File: config.mk
export PLATFORM = sky130hd
export DESIGN_NAME = ce_phase_decoder
export DESIGN_NICKNAME = d
export VERILOG_FILES = /design/src/rtl/ce_bus_pkg.sv /design/src/rtl/ce_pattern_encode.sv /design/src/rtl/ce_phase_decoder.sv
export SDC_FILE = /design/constraint.sdc
export NUM_CORES = 1
export LEC_CHECK = 0
export BUFFER_PORTS_ARGS = -buffer_cell sky130_fd_sc_hd__buf_2
export CORE_UTILIZATION = 48
export DETAILED_ROUTE_END_ITERATION = 8
export GPL_ROUTABILITY_DRIVEN = 0
export PLACE_DENSITY = 0.71
export SETUP_SLACK_MARGIN = 0.2
export SLEW_MARGIN = 0
export SYNTH_ARGS = -nofsm -noshare
export SYNTH_HDL_FRONTEND = slang
export SYNTH_SLANG_ARGS = --single-unit
File: constraint.sdc
create_clock -name clk24 -period 2.8 [get_ports clk24]
set_input_delay 0.56 -clock clk24 [delete_from_list [all_inputs] [get_ports clk24]]
set_output_delay 0.56 -clock clk24 [all_outputs]
set_load 0.03 [all_outputs]
File: src/rtl/ce_bus_pkg.sv
// ce_bus_pkg -- shared definitions for the 24 MHz clock-enable strobe bus.
//   SLOT_W / CE_W : slot number width and strobe vector width
//   B_*           : bit positions of each strobe inside the 7-bit vector
//                   (order: ce12, ce6, ce3, ce3v, video_slice, pipe_ab, ce1m5)
//   dec_state_t   : phase decoder lock states
//   ce_encode()   : canonical slot -> strobe vector mapping
package ce_bus_pkg;

  localparam int SLOT_W = 6;
  localparam int CE_W   = 7;

  localparam int B_CE12    = 0;
  localparam int B_CE6     = 1;
  localparam int B_CE3     = 2;
  localparam int B_CE3V    = 3;
  localparam int B_VIDEO   = 4;
  localparam int B_PIPE_AB = 5;
  localparam int B_CE1M5   = 6;

  typedef enum logic [1:0] {
    HUNT   = 2'd0,
    VERIFY = 2'd1,
    LOCKED = 2'd2
  } dec_state_t;

  function automatic logic [CE_W-1:0] ce_encode(input logic [SLOT_W-1:0] c);
    logic [CE_W-1:0] v;
    v            = '0;
    v[B_CE12]    = c[0];
    v[B_CE6]     = c[1] & c[0];
    v[B_CE3]     = c[2] & ~c[1] & c[0];
    v[B_CE3V]    = c[2] & c[1] & ~c[0];
    v[B_VIDEO]   = ~c[2];
    v[B_PIPE_AB] = c[5];
    v[B_CE1M5]   = c[3] & c[2] & ~c[1] & c[0];
    return v;
  endfunction

endpackage

File: src/rtl/ce_pattern_encode.sv
// ce_pattern_encode -- combinational slot-to-strobe-vector mapping.
//   slot : 6-bit slot number
//   vec  : 7-bit canonical strobe vector for that slot
module ce_pattern_encode
  import ce_bus_pkg::*;
(
  input  logic [SLOT_W-1:0] slot,
  output logic [CE_W-1:0]   vec
);

  assign vec = ce_encode(slot);

endmodule

File: src/rtl/ce_phase_decoder.sv
// ce_phase_decoder -- recovers the 6-bit generator phase from the clock-enable
// strobe bus, locks onto it and flags strobes that leave the canonical pattern.
//   clk24, reset      : 24 MHz clock, async active-high reset
//   ce12..ce1m5       : strobe bus inputs (synchronous to clk24)
//   phase             : slot number of the previous-cycle sample
//   locked            : high while in LOCKED
//   err               : one-cycle pulse per mismatch while locked
//   err_count         : saturating count of mismatches while locked
//   ce_next           : predicted strobes for the next cycle, zero when unlocked
//                       (present only with CE_PHASE_DECODER_PREDICT_EN)
module ce_phase_decoder
  import ce_bus_pkg::*;
#(
  parameter int LOCK_CYCLES = 64,
  parameter int LOSS_ERRORS = 4,
  parameter int ERRCNT_W    = 8
) (
  input  logic                clk24,
  input  logic                reset,
  input  logic                ce12,
  input  logic                ce6,
  input  logic                ce3,
  input  logic                ce3v,
  input  logic                video_slice,
  input  logic                pipe_ab,
  input  logic                ce1m5,
  output logic [SLOT_W-1:0]   phase,
  output logic                locked,
  output logic                err,
  output logic [ERRCNT_W-1:0] err_count
`ifdef CE_PHASE_DECODER_PREDICT_EN
  ,
  output logic [CE_W-1:0]     ce_next
`endif
);

  localparam int MW = $clog2(LOCK_CYCLES + 1);
  localparam int LW = $clog2(LOSS_ERRORS + 1);
  localparam logic [MW-1:0] LOCK_N = MW'(LOCK_CYCLES);
  localparam logic [LW-1:0] LOSS_N = LW'(LOSS_ERRORS);

  dec_state_t          state, state_n;
  logic [SLOT_W-1:0]   exp_q, exp_n, phase_n;
  logic [MW-1:0]       match_cnt, match_n;
  logic [LW-1:0]       miss_cnt, miss_n;
  logic [ERRCNT_W-1:0] cnt_n;
  logic                err_n;
  logic                prev_ab, hist_vld;
  logic [CE_W-1:0]     in_vec, exp_vec;
  logic                hit;

  assign in_vec[B_CE12]    = ce12;
  assign in_vec[B_CE6]     = ce6;
  assign in_vec[B_CE3]     = ce3;
  assign in_vec[B_CE3V]    = ce3v;
  assign in_vec[B_VIDEO]   = video_slice;
  assign in_vec[B_PIPE_AB] = pipe_ab;
  assign in_vec[B_CE1M5]   = ce1m5;

  ce_pattern_encode u_enc_cmp (.slot(exp_q), .vec(exp_vec));

  assign hit    = (in_vec == exp_vec);
  assign locked = (state == LOCKED);

`ifdef CE_PHASE_DECODER_PREDICT_EN
  logic [CE_W-1:0] pred_vec;
  ce_pattern_encode u_enc_pred (.slot(exp_q), .vec(pred_vec));
  assign ce_next = locked ? pred_vec : '0;
`endif

  always_comb begin
    state_n = state;
    exp_n   = exp_q;
    match_n = match_cnt;
    miss_n  = miss_cnt;
    phase_n = phase;
    err_n   = 1'b0;
    cnt_n   = err_count;
    unique case (state)
      HUNT: begin
        // A pipe_ab transition marks slot 0 or 32; strobe content is not trusted yet.
        if (hist_vld && (pipe_ab != prev_ab)) begin
          phase_n = {pipe_ab, 5'b0};
          exp_n   = {pipe_ab, 5'b0} + SLOT_W'(1);
          match_n = MW'(1);
          state_n = VERIFY;
        end
      end
      VERIFY: begin
        phase_n = exp_q;
        exp_n   = exp_q + SLOT_W'(1);
        if (hit) begin
          match_n = match_cnt + MW'(1);
          if (match_n == LOCK_N) state_n = LOCKED;
        end else begin
          match_n = '0;
          state_n = HUNT;
        end
      end
      LOCKED: begin
        // Flywheel: expected keeps counting regardless of what the bus shows.
        phase_n = exp_q;
        exp_n   = exp_q + SLOT_W'(1);
        if (hit) begin
          miss_n = '0;
        end else begin
          err_n  = 1'b1;
          if (err_count != '1) cnt_n = err_count + ERRCNT_W'(1);
          miss_n = miss_cnt + LW'(1);
          if (miss_n == LOSS_N) begin
            miss_n  = '0;
            match_n = '0;
            state_n = HUNT;
          end
        end
      end
      default: state_n = HUNT;
    endcase
  end

  always_ff @(posedge clk24 or posedge reset) begin
    if (reset) begin
      state     <= HUNT;
      exp_q     <= '0;
      match_cnt <= '0;
      miss_cnt  <= '0;
      phase     <= '0;
      err       <= 1'b0;
      err_count <= '0;
      prev_ab   <= 1'b0;
      hist_vld  <= 1'b0;
    end else begin
      state     <= state_n;
      exp_q     <= exp_n;
      match_cnt <= match_n;
      miss_cnt  <= miss_n;
      phase     <= phase_n;
      err       <= err_n;
      err_count <= cnt_n;
      prev_ab   <= pipe_ab;
      hist_vld  <= 1'b1;
    end
  end

endmodule

==> flow_summary.yaml, run 1 <==
outcome:
  status: "completed"
critical_path:
  slowest_delay_ns: 0.50
  critPathBufInv: 1
  required_ns: 2.97
  cp_max_fo: 18
  start_kind: "flip-flop"
  path_class: "flip-flop to flip-flop"
  crit_path_cell_trace: "ha_1 > xnor2_1 > nand4_1 > a311oi_4 > buf_4 > and3b_1 > mux2_4"
  end_kind: "flip-flop"
  cp_top_family: "flip-flops"
  crit_slowest_cell: "dfrtp_1"
  arrival_ns: 2.51
logic_synthesis:
  synth_area_leaders: "dfrtp_1, ha_1, nand2_1, xor2_1, nor2_1"
  synth_edf_count: 0
  ys_types: 49
  syn_area_mm2: 0.00203
  synth_seq_area_share_pct: 43.2
  ys.flop_type: "dfrtp_1"
  yosys_warnings: 0
  async_flop_share_pct: 100
  synth_seq_cells: 35
  synth_area_leader_cell: "dfrtp_1"
  synthCells: 209
  avgSynthCellArea_um2: 9.70
  synth_top_area_share_pct: 43.2
  syn_nets: 227
clock_tree:
  cts_buffers: 5
  cts_tree: "built"
  clkSinkCount: 35
  clk_latency_ns: 0.28
  cts_resized: 0
  cts_setup_buffers: 0
  cts_max_level: 2
  clockBufferDepth: 2
  cts_root_buffer: "clkbuf_8"
  clk_pin_slew_ns: 0.07
  cts_hold_buf: 0
cells_and_area:
  fillers: 369
  ff_latch_area_um2: 876
  layout_commonest_cell: "dfrtp_1"
  multi_input_area_mm2: 0.00106
  n_antenna_cell: 0
  drive_above_1_share_pct: 18.5
  layout.nets: 256
  final-instance-count-excl-fill: 288
  layout_common_cells: "dfrtp_1, buf_2, nand2_1"
  syn2layout_area_growth_pct: 13.4
floorplan:
  std_cell_rows: 23
  num_io_pins: 25
  core_area_mm2: 0.00403
  start_util_pct: 50.3
  die_x_um: 67.0
  die_h_um: 67.0
  dieArea_mm2: 0.00449
route:
  wirelength_um: 3720
  viasPerCell: 5.47
  postRouteAntennaNets: 0
  vias: 1576
  post-route-drc-count: 0
  drt_iter0_drc: 132
  wire_per_inst_um: 12.9
  drtPass1Iterations: 4
run:
  drv_cap: 0
pwr:
  p_leak_uw: 0.00110
  pwr_density_cell_mw_per_mm2: 673
  ir_drop_mv: 0.419
timing:
  min_period_over_period_pct: 83.8
  worst_pin_slew_ns: 0.680
  drv_slew: 0
  max_slew_margin_pct: 54.7
  hold_viol: 0
  fmaxAchievable_mhz: 426
  final.setup.tns_ns: 0
  fin_crit_ns: 2.35
  finalSetupViolations: 0
  skew_ns: 0.00551
  fin_ws_ns: 0.454
  rsz0062_at_grt: "no"
place:
  portBuffers: 24
  dp.cells: 281
  dp_slack_ns: 0.463
  place_hpwl_um: 2670
global_route:
  antenna_found_initial: 0
  grt_util_all_layers_pct: 19.7
  grt_pass1_wl_um: 6540
  grt_overflow: 0
  grt_max_degree: 36
  grt_pass1_vias: 1439
worst_hold_path:
  min_path_type: "input port to async pin"
## flip-flops by register name, indices dropped and copies added (netlist names)
name,flops
err_count,8
match_cnt,7
exp_q,6
phase,6
miss_cnt,3
state,2
err,1
hist_vld,1
prev_ab,1
## cell usage after synthesis, types with 2 or more instances
cell type	number
nor2_1	14
inv_1	13
clkbuf_1	4
a22o_1	4
nor2b_1	5
xnor2_1	6
xor2_1	7
o22ai_1	7
nand2_1	20
nand4_1	7
nor3b_1	5
ha_1	9
a21oi_1	7
and3_1	2
o21ai_1	2
nor3_1	3
buf_4	3
o2bb2ai_1	2
and2_1	4
and3b_1	2
nand4b_1	2
nand3_1	7
mux2_1	3
a2bb2oi_1	2
a21boi_1	2
a211oi_1	2
o21ai_0	9
dfrtp_1	35
## per-layer routing
metal | share of wire (%) | GRT usage [%] | up-vias
li1 | - | - | 785
met1 | 47 | 25.8 | 761
met2 | 48 | 31.3 | 25
met3 | 3.4 | 5.65 | 5
met4 | 1.2 | 5.59 | 0
met5 | 0 | 0 | -
## final cells by class
| class | instances | area share (%) |
|---|---|---|
| clock buffer | 6 | 3.59 |
| clock inverter | 1 | 0.218 |
| inverter | 13 | 2.12 |
| multi-input combinational | 153 | 46.1 |
| sequential | 35 | 38.1 |
| tap | 50 | 2.72 |
| timing repair buffer | 30 | 7.18 |
## tightest hold or removal path: stages
cell and delay (ns):
buf_2 0.09, inv_1 0.04, buf_4 0.38
## kinds of logic (layout without fill, tap and decap cells)
logic type | Yosys count | in the layout | share of synthesized area (%)
simple gates | 81 | 81 | 21.7
other cells | 1 | 1 | 0.185
mux | 6 | 6 | 3.45
compound gates | 43 | 43 | 15.8
buf+inv | 21 | 50 | 4.50
flops | 35 | 35 | 43.2
xor+xnor | 13 | 13 | 5.61
fa+ha+maj | 9 | 9 | 5.55
## power by group
group	switching [µW]	internal, µW	total, µW
sequential	80.5	576	657
combinational	313	212	525
clock	174	193	366
## through the flow
stage | util (%) | total power [µW] | cell area, µm² | hold WS (ns)
6_report | 57.1 | 1550 | 2300 | 0.356
5_1_grt | 57.1 | 1670 | 2300 | 0.405
4_1_cts | 57.1 | 1570 | 2300 | 0.377
3_5_place_dp | 54.9 | 1200 | 2210 | 0.466
3_3_place_gp | 54.9 | 1190 | 2210 | 0.460
2_1_floorplan | - | 1060 | 2030 | 0.508
## worst paths after layout
path	end	depth (start not counted)	slack (ns)	start
worst min register to register	err_count[5]	1	0.48	err_count[5]
worst min-delay path	phase[3]	3	0.36	reset
worst max-delay path	err_count[1]	7	0.45	exp_q[0]
min in group clk24	prev_ab	1	0.45	pipe_ab
worst max register to register	err_count[1]	7	0.45	exp_q[0]
max in group asynchronous	miss_cnt[2]	3	2.12	reset
Power figures use the tool's default switching activity.
==> run 2: changes to the inputs <==
Settings changed: PLACE_DENSITY 0.71 to 0.74.
Clock period 2.8 ns to 2.1 ns, I/O delays scaled along.
==> run 2 against run 1 <==
  * Combinational power is 65% higher
  * Sequential share of layout area is 3.8 points lower
  * Power is 57% higher
  * Register-to-register slack worse by 0.37 ns
  * Sequential cell count stayed put
  * Critical path depth stayed put
  * Wire length is 15% higher
  * Setup slack worse by 0.37 ns
  * Largest cell class unchanged
==> flow_summary.yaml, run 2 (same netlist as run 1, synthesis figures left out) <==
clock_tree:
  clkSinkCount: 35
  cts_buffers: 5
  cts_tree: "built"
  cts_max_level: 2
  cts_root_buffer: "clkbuf_8"
  clk_pin_slew_ns: 0.08
  clk_latency_ns: 0.29
  cts_hold_buf: 0
  clockBufferDepth: 2
global_route:
  groute.layer.met2.usage_pct: 34.9
  use_met1_pct: 26.2
  top_usage_layer: "met2"
  grt_util_all_layers_pct: 21.2
  met3_usage_pct: 6.34
  antenna_found_initial: 0
  grt_pass1_wl_um: 7080
  grt_max_degree: 36
  grt_pass1_vias: 1612
  grt_overflow: 0
pwr:
  p_seq_share_pct: 34.9
  clock_power_share_pct: 29.5
  power_frac_comb_pct: 35.5
  p_leak_uw: 0.00123
  pwr_density_cell_mw_per_mm2: 950
  swShare_pct: 33.1
  ir_drop_mv: 0.562
  p_sw_uw: 805
  internal-power_uw: 1630
cells_and_area:
  layout.nets: 275
  reg.largest.list: "err_count (8), match_cnt (7)"
  syn2layout_area_growth_pct: 26.2
  regMostFlops: "err_count"
  largest_reg_flops: 8
  layout_commonest_cell: "dfrtp_1"
  drive_above_1_share_pct: 29.1
  layout_common_cells: "dfrtp_1, buf_2, buf_4"
  n_antenna_cell: 0
  final-instance-count-excl-fill: 308
critical_path:
  required_ns: 2.28
  crit_path_cell_trace: "buf_4 > and3b_1 > o21ai_2 > a311oi_4 > buf_12 > and3b_2 > mux2_4"
  critPathBufInv: 2
  cp_max_fo: 9
  crit_slowest_cell: "dfrtp_2"
  slowest_delay_ns: 0.43
  cp_top_family: "simple AND/OR/NAND/NOR gates"
  start_kind: "flip-flop"
  arrival_ns: 2.19
  end_kind: "flip-flop"
  path_class: "flip-flop to flip-flop"
floorplan:
  die_h_um: 67.0
  num_io_pins: 25
  core_area_mm2: 0.00403
  dieArea_mm2: 0.00449
  die_x_um: 67.0
  std_cell_rows: 23
  start_util_pct: 50.3
route:
  post-route-drc-count: 0
  wirelength_um: 4290
  vias: 1669
  drtPass1Iterations: 4
  postRouteAntennaNets: 0
  viasPerCell: 5.42
  wire_per_inst_um: 13.9
  drt_iter0_drc: 73
run:
  drv_cap: 0
timing:
  fmaxAchievable_mhz: 496
  hold_viol: 0
  skew_ns: 0.0108
  fin_crit_ns: 2.02
  drv_slew: 0
  min_period_over_period_pct: 96.0
  final.setup.tns_ns: 0
  finalSetupViolations: 0
  rsz0062_at_grt: "yes"
place:
  portBuffers: 24
  dp.cells: 287
  place_hpwl_um: 2840
worst_hold_path:
  min_path_type: "input port to async pin"
outcome:
  status: "completed"
run 2: power by group through the flow:
| stage | combinational [µW] | sequential, µW | clock (µW) |
|---|---|---|---|
| finish | 864 | 849 | 719 |
| global route | 955 | 861 | 775 |
| CTS | 845 | 847 | 738 |
| detailed placement | 804 | 867 | 0 |
| global placement | 791 | 864 | 0 |
| floorplan | 510 | 919 | 0 |
run 2: area by class of cell:
class | instances | area, µm²
inverter | 13 | 48.8
timing repair buffer | 49 | 330
fill | 341 | 1470
clock inverter | 2 | 60.1
tap | 50 | 62.6
multi-input combinational | 153 | 1110
sequential | 35 | 877
clock buffer | 6 | 72.6
run 2: metal layers:
layer,wire length (µm),up-vias
li1,-,834
met1,1890,788
met2,2180,40
met3,178,7
met4,48,0
met5,0,-
run 2: worst register-to-register path: stages (launching register included):
cell and delay, ns:
dfrtp_2 0.43, buf_4 0.15, and3b_1 0.22, o21ai_2 0.08, a311oi_4 0.33, buf_12 0.16, and3b_2 0.23, mux2_4 0.29
run 2: timing repair:
action | in CTS | in global routing
buffers inserted | 7 | 6
gates resized for setup | 1 | 8
pin swaps | 1 | 1
setup endpoints to repair | 13 | 21
run 2: final timing paths:
| kind | from | endpoint | slack (ns) | cells after the start |
|---|---|---|---|---|
| min in group clk24 | pipe_ab | prev_ab | 0.31 | 1 |
| max in group asynchronous | reset | exp_q[1] | 1.54 | 3 |
| setup / recovery | exp_q[1] | err_count[1] | 0.08 | 7 |
| hold / removal | reset | exp_q[2] | 0.22 | 3 |
| setup reg to reg | exp_q[1] | err_count[1] | 0.08 | 7 |
| hold reg to reg | phase[1] | phase[1] | 0.49 | 2 |
run 2: through the flow:
stage | setup slack [ns] | util [%] | cell area (µm²) | hold WS [ns] | total power [µW]
after floorplan | 0.136 | - | 2050 | 0.451 | 1430
after global placement | 0.0591 | 56.8 | 2290 | 0.459 | 1650
after detailed placement | -0.00911 | 56.8 | 2290 | 0.471 | 1670
after CTS | 0.0382 | 61.4 | 2470 | 0.236 | 2430
after global routing | 0.000115 | 63.5 | 2560 | 0.259 | 2590
final | 0.0847 | 63.5 | 2560 | 0.223 | 2430
